$ cat src/rtl/mux_nto1_hs.sv
// ============================================================================
// Module   : mux_nto1_hs
// Brief    : Registered N-to-1 multiplexer with valid/ready handshakes.
//            A request is captured in IDLE, forwarded in MUX and held in DONE
//            until the downstream accepts it.
// Config   : define MUX_SEL_RANGE_CHK_EN to build the out-of-range flag o_err.
// Revision : 1.0 - initial release
// ============================================================================
`default_nettype none

module mux_nto1_hs #(
    parameter int WIDTH  = 4,
    parameter int NUM_IN = 4,
    localparam int SEL_W = (NUM_IN > 1) ? $clog2(NUM_IN) : 1
) (
    input  logic                    clk,
    input  logic                    rst_n,
    input  logic [NUM_IN*WIDTH-1:0] i_data,
    input  logic [SEL_W-1:0]        i_sel,
    input  logic                    i_vld,
    output logic                    i_rdy,
    output logic [WIDTH-1:0]        y,
    output logic                    o_vld,
    input  logic                    o_rdy,
    output logic                    o_err
);

    localparam logic [1:0] S_IDLE = 2'd0;
    localparam logic [1:0] S_MUX  = 2'd1;
    localparam logic [1:0] S_DONE = 2'd2;

    logic [1:0]              r_state;
    logic [1:0]              w_state_nxt;
    logic [NUM_IN*WIDTH-1:0] r_data;
    logic [SEL_W-1:0]        r_sel;
    logic [WIDTH-1:0]        r_y;
    logic                    r_vld;
    logic [WIDTH-1:0]        w_mux;
    logic                    w_accept;

    assign w_accept = (r_state == S_IDLE) && i_vld;

    // State register
    always_ff @(posedge clk or negedge rst_n) begin
        if (!rst_n) begin
            r_state <= S_IDLE;
        end else begin
            r_state <= w_state_nxt;
        end
    end

    // Next-state logic; the unused encoding falls back to IDLE
    always_comb begin
        w_state_nxt = S_IDLE;
        case (r_state)
            S_IDLE:  w_state_nxt = i_vld ? S_MUX : S_IDLE;
            S_MUX:   w_state_nxt = S_DONE;
            S_DONE:  w_state_nxt = o_rdy ? S_IDLE : S_DONE;
            default: w_state_nxt = S_IDLE;
        endcase
    end

    always_ff @(posedge clk or negedge rst_n) begin
        if (!rst_n) begin
            r_data <= '0;
            r_sel  <= '0;
        end else if (w_accept) begin
            r_data <= i_data;
            r_sel  <= i_sel;
        end
    end

    // Selects with no matching input leave the result at zero
    always_comb begin
        w_mux = '0;
        for (int k = 0; k < NUM_IN; k++) begin
            if (int'(r_sel) == k) begin
                w_mux = r_data[k*WIDTH +: WIDTH];
            end
        end
    end

    // Output registers
    always_ff @(posedge clk or negedge rst_n) begin
        if (!rst_n) begin
            r_y   <= '0;
            r_vld <= 1'b0;
        end else begin
            case (r_state)
                S_MUX: begin
                    r_y   <= w_mux;
                    r_vld <= 1'b1;
                end
                S_DONE: begin
                    if (o_rdy) begin
                        r_vld <= 1'b0;
                    end
                end
                default: begin
                    r_vld <= r_vld;
                end
            endcase
        end
    end

`ifdef MUX_SEL_RANGE_CHK_EN
    localparam logic [SEL_W:0] c_num_in = (SEL_W+1)'(NUM_IN);

    logic r_err;
    logic w_out_of_range;

    assign w_out_of_range = ({1'b0, r_sel} >= c_num_in);

    always_ff @(posedge clk or negedge rst_n) begin
        if (!rst_n) begin
            r_err <= 1'b0;
        end else if (r_state == S_MUX) begin
            r_err <= w_out_of_range;
        end else if ((r_state == S_DONE) && o_rdy) begin
            r_err <= 1'b0;
        end
    end

    assign o_err = r_err;
`else
    assign o_err = 1'b0;
`endif

    assign i_rdy = (r_state == S_IDLE);
    assign y     = r_y;
    assign o_vld = r_vld;

endmodule

`default_nettype wire

$ cat config.mk
export PLATFORM = sky130hd
export DESIGN_NAME = mux_nto1_hs
export DESIGN_NICKNAME = d
export VERILOG_FILES = /design/src/rtl/mux_nto1_hs.sv
export SDC_FILE = /design/constraint.sdc
export NUM_CORES = 1
export LEC_CHECK = 0
export CAP_MARGIN = 20
export CORE_MARGIN = 3
export CORE_UTILIZATION = 47
export DETAILED_ROUTE_END_ITERATION = 8
export PLACE_DENSITY_LB_ADDON = 0.05
export RECOVER_POWER = 100
export SYNTH_ARGS = -nofsm -noshare
export SYNTH_HDL_FRONTEND = slang
export SYNTH_SLANG_ARGS = --single-unit
$ cat constraint.sdc
create_clock -name clk -period 1.7 [get_ports clk]
set_clock_uncertainty 0.2 [all_clocks]
set_input_delay 0.425 -clock clk [delete_from_list [all_inputs] [get_ports clk]]
set_output_delay 0.425 -clock clk [all_outputs]
set_load 0.02 [all_outputs]
==> qor.csv, run 1 <==
metric,value,unit
dieWidth,54.4,um
grt_pass1_vias,677,
path_cells,dlygate4sd2_1,
io_buffers,27,
hold_ws,0.294,ns
cp_top_family,flip-flops,
worstPathMaxFanout,2,
rsz0062_at_grt,no,
die_h,54.4,um
ios,29,
cp-start-kind,flip-flop,
totalWireLength,1730,um
grt_first_pass_wirelength,2950,um
antenna_found_initial,0,
core.rowCount,16,
min_period,1.66,ns
status,"complete, no violations",
area_delta_synth_final,28.2,%
ys_ff_latch,25,
cts_resized,9,
cp_num_buf_inv,1,
cp_data_required_time,1.07,ns
avgViaCountPerCell,5.06,
synth.avg_cell_area,16.9,um2
critPathSlowestCell,dfrtp_1,
finalSetupViolations,0,
synth_cell_type_count,17,
cpPeakStageDelay,0.40,ns
ctsHoldBuffers,0,
maxSlewViolCount,0,
yosysSeqAreaShare,0.568,
clk_pin_slew_worst_paths,0.13,ns
cts_tree,done,
netlist_instances,65,
ir_drop,0.00102,V
start_util,0.529,
drc_errors,0,
worst_pin_slew,0.605,ns
core,0.00208,mm2
cts_num_sinks,25,
fin_ws,0.0373,ns
endpoint_kind,output pin,
fp.dieArea,0.00296,mm2
place_congestion,0.634,
cts_buffers,3,
final_util,0.678,
layout_common_cells,"dfrtp_1 (24), clkdlybuf4s50_1 (19), mux2_2 (13)",
power,2.32,mW
postRouteAntennaNets,0,
h-tree-depth,1,
drive_gt1_frac,0.296,
cts.path.max_buffers,2,
wl_per_cell,13.9,um
gr-usage-met2,0.243,
dpl_worst_slack,-0.150,ns
gr-usage-met1,0.173,
grt_max_degree,26,
drv_cap,0,
synth_fp_nets,87,
nets,121,
antennaDiodeCount,0,
gr-total-overflow,0,
root_buffer,clkbuf_4,
cp.arrival,1.04,ns
cts_setup_buffers,0,
grtUsageMet3,0.0354,
vias,633,
hold_path_class,reg2reg,
hold_viol_final,0,
drtPass1Iterations,1,
final.period_utilization,0.978,
crit_type,reg2out,
yosys_warnings,0,
hpwl,1360,um
timing.fmax,601,MHz
power_density,1640,mW/mm2
power.leakage,0.612,nW
clock_latency,0.31,ns
syn_area,0.00110,mm2
top_usage_layer,met2,
mostFrequentLayoutCell,dfrtp_1,
detail_route.iter0.violations,0,
maxSlewHeadroom,0.597,
globalRouteTotalUtil,0.142,
synth_stat cells:
library cell | count | area, um2
buf_12 | 1 | 20.0
buf_4 | 1 | 7.51
mux2_2 | 13 | 146
nor2_1 | 2 | 7.51
mux4_1 | 3 | 78.8
nand2b_1 | 1 | 6.26
and2_4 | 1 | 8.76
buf_6 | 1 | 11.3
mux2_4 | 9 | 135
nand2_1 | 2 | 7.51
inv_1 | 1 | 3.75
nor2_2 | 1 | 6.26
conb_1 | 1 | 3.75
a21oi_1 | 1 | 5.00
mux4_2 | 1 | 22.5
dfrtp_1 | 25 | 626
o21ai_0 | 1 | 5.00
path summary, 6_finish.rpt:
kind                                   startpoint                      to  slack, ns  depth (start not counted)
max                              y[3]$_DFFE_PN0P_                    y[3]       0.04                          1
min                        r_data[11]$_DFFE_PN0P_  r_data[11]$_DFFE_PN0P_       0.29                          1
max reg2reg                  r_sel[0]$_DFFE_PN0P_        y[2]$_DFFE_PN0P_       0.09                          2
min reg2reg                r_data[11]$_DFFE_PN0P_  r_data[11]$_DFFE_PN0P_       0.29                          1
max in group asynchronous                   rst_n    r_sel[0]$_DFFE_PN0P_       0.44                          2
min in group asynchronous                   rst_n       o_vld$_DFFE_PN0P_       0.42                          2
registers in the layout, summed over array words and instances, names as in the netlist:
signal and cells:
o_vld 1, r_data 16, r_sel 2, r_state 2
y 4
routing by layer:
layer / part of all wire / routed length [um]
met5: 0 / 0
met4: 0.011 / 19
met3: 0.065 / 113
met2: 0.48 / 835
met1: 0.44 / 763
cell type report:
class                      instances  area (um2)
fill                             179         671
sequential                        25         627
inverter                           1        3.75
clock buffer                       3        22.5
clock inverter                     1        5.00
timing repair buffer              32         304
tap                               27        33.8
multi-input combinational         36         415
where the power goes:
part	internal (mW)	total (mW)	switching, mW
sequential	0.897	1.09	0.192
clock	0.0879	0.256	0.168
combinational	0.621	0.975	0.354
total	1.61	2.32	0.714
through the flow:
stage	std cells	cell area (um2)	setup TNS, ns
finish	125	1410	0
global route	125	1410	0
CTS	125	1450	0
detailed placement	121	1430	-2.26
global placement	121	1430	-2.19
floorplan	65	1110	0
kinds of logic (layout without fill, tap and decap cells):
family          Yosys count  after routing  synth area share
flops                    25             25             0.568
compound gates            2              2           0.00908
mux                      26             26             0.348
simple gates              7              7            0.0330
buf+inv                   4             37            0.0386
other cells               1              1           0.00341
(Power assumes the default switching activity.)
==> run 2, diff against run 1 <==
- CORE_UTILIZATION: 47 -> 35
- PLACE_DENSITY: default -> 0.6
- PLACE_DENSITY_LB_ADDON: 0.05 -> default
==> run 2 against run 1 <==
Net effect:
- first-iteration DRC count is 3 higher
- sequential cell count stayed put
- total power is 2.8% higher
- via count is 0.63% higher
- hold slack better by 0.0085 ns
- sequential share of layout area is 1.5 points lower
- critical path type unchanged
- largest cell class unchanged
- highest routed layer unchanged
==> qor.csv, run 2 (synthesized netlist as in run 1, its figures left out) <==
metric,value,unit,change
gr-total-overflow,0,,unchanged
critPathSlowestCell,dfrtp_1,,
cts_setup_buffers,0,,unchanged
hold_ws,0.303,ns,+0.00854 ns
detail_route.iter0.violations,3,,+3
endpoint_kind,output pin,,
maxSlewViolCount,0,,unchanged
cts_num_sinks,25,,unchanged
die_h,62.1,um,+14%
layout_common_cells,"dfrtp_1 (24), clkdlybuf4s50_1 (19), mux2_2 (13)",,
io_buffers,27,,unchanged
core.rowCount,19,,+3
grt_pass1_vias,699,,+3.2%
hold_viol_final,0,,unchanged
core,0.00288,mm2,+38%
hpwl,1390,um,+2.0%
min-delay-start,r_data[10]$_DFFE_PN0P_,,
crit_type,reg2out,,
holdPathEnd,r_data[10]$_DFFE_PN0P_,,
grt_first_pass_wirelength,2900,um,-1.7%
status,"complete, no violations",,
worst_pin_slew,0.601,ns,-0.00417 ns
ir_drop,0.000609,V,-41%
largest_reg_flops,16,,unchanged
cp_top_family,flip-flops,,
dieWidth,62.1,um,+14%
power.leakage,0.624,nW,+2.0%
power_density,1630,mW/mm2,-0.75%
rsz0062_at_grt,no,,
drive_gt1_frac,0.303,,+0.00711
path_cells,dlygate4sd2_1,,
power,2.38,mW,+2.8%
hold_path_class,reg2reg,,
postRouteAntennaNets,0,,unchanged
drc_errors,0,,unchanged
avgViaCountPerCell,4.52,,-11%
cp_data_required_time,1.07,ns,about the same
start_util,0.383,,-0.146
hold_depth,1,,unchanged
maxSlewHeadroom,0.599,,+0.00278
globalRouteTotalUtil,0.107,,-0.0344
area_delta_synth_final,32.7,%,
finalSetupViolations,0,,unchanged
final.period_utilization,0.970,,-0.00857
grt_max_degree,26,,unchanged
place_congestion,0.647,,+2.1%
worstPathMaxFanout,2,,unchanged
h-tree-depth,1,,unchanged
top_register,r_data,,
wl_per_cell,13.0,um,-6.5%
antennaDiodeCount,0,,unchanged
cpPeakStageDelay,0.40,ns,about the same
timing.rr.start,r_state[1]$_DFF_PN0_,,
vias,637,,+0.63%
drtPass1Iterations,3,,+2
min_period,1.65,ns,-0.0146 ns
fp.dieArea,0.00386,mm2,+30%
antenna_found_initial,0,,unchanged
cp.arrival,1.02,ns,-0.02 ns
cts.path.max_buffers,2,,unchanged
cp-start-kind,flip-flop,,
mostFrequentLayoutCell,dfrtp_1,,
ios,29,,unchanged
totalWireLength,1830,um,+5.4%
r2r_end,r_data[3]$_DFFE_PN0P_,,
nFillCells,264,,+47%
clock_latency,0.31,ns,about the same
clk_pin_slew_worst_paths,0.12,ns,about the same
rr_worst_depth,5,,+3
nets,122,,+0.83%
r2r_slack,0.09,ns,about the same
drv_cap,0,,unchanged
timing.fmax,607,MHz,+0.88%
root_buffer,clkbuf_4,,
cts_buffers,3,,unchanged
cp_num_buf_inv,1,,unchanged
cts_tree,done,,
[run 2: cell count changes in the layout (fill, tap and decap cells not counted), sizes merged]
cell    before  now
clkinv       1    0
clkbuf       6    7
buf          3    4
[run 2: final cells by class]
cell class	instances	area (um2)	share of cell area
Clock buffer	4	26.3	0.0180
Sequential cell	25	627	0.429
Multi-Input combinational cell	36	419	0.287
Tap cell	42	52.6	0.0360
Inverter	1	3.75	0.00257
Timing Repair Buffer	33	333	0.228
[run 2: power by group]
group	switching, mW	leakage [nW]	internal [mW]
combinational	0.362	0.316	0.685
sequential	0.188	0.293	0.897
clock	0.161	0.0150	0.0915
[run 2: per-stage QoR]
stage	area (um2)	setup WS [ns]	TNS [ns]	cells	utilization
after floorplan	1110	0.0702	0	65	-
after global placement	1460	-0.138	-2.23	137	0.508
after detailed placement	1460	-0.144	-2.26	137	0.508
after CTS	1480	0.0232	0	141	0.513
after global routing	1460	0.000236	0	141	0.508
final	1460	0.0518	0	141	0.508
[run 2: layer usage]
layer  GRT usage  vias up  share of wire
met5           0        -              0
met4      0.0545        0          0.019
met3      0.0269        4          0.073
met2       0.185       22           0.47
met1       0.123      314           0.44
li1            -      297              -
[run 2: how the worst max path moves through the flow]
stage                              to                  from  slack (ns)  depth (start not counted)
6_report                         y[2]      y[2]$_DFFE_PN0P_        0.05                          1
5_1_grt                          y[2]      y[2]$_DFFE_PN0P_      0.0002                          1
4_1_cts                         o_vld     o_vld$_DFFE_PN0P_        0.02                          1
3_5_place_dp    r_data[3]$_DFFE_PN0P_                 i_vld       -0.14                          4
3_3_place_gp    r_data[6]$_DFFE_PN0P_                 i_vld       -0.14                          4
2_1_floorplan  r_data[10]$_DFFE_PN0P_  r_state[1]$_DFF_PN0_        0.07                          5
[run 2: what timing repair did]
item                                    in CTS  in global routing
gates resized for setup                      9                  6
cloned                                       0                  0
pin swaps                                    0                  0
endpoints found under the setup margin       6                  7
hold buffers                                 0                  0
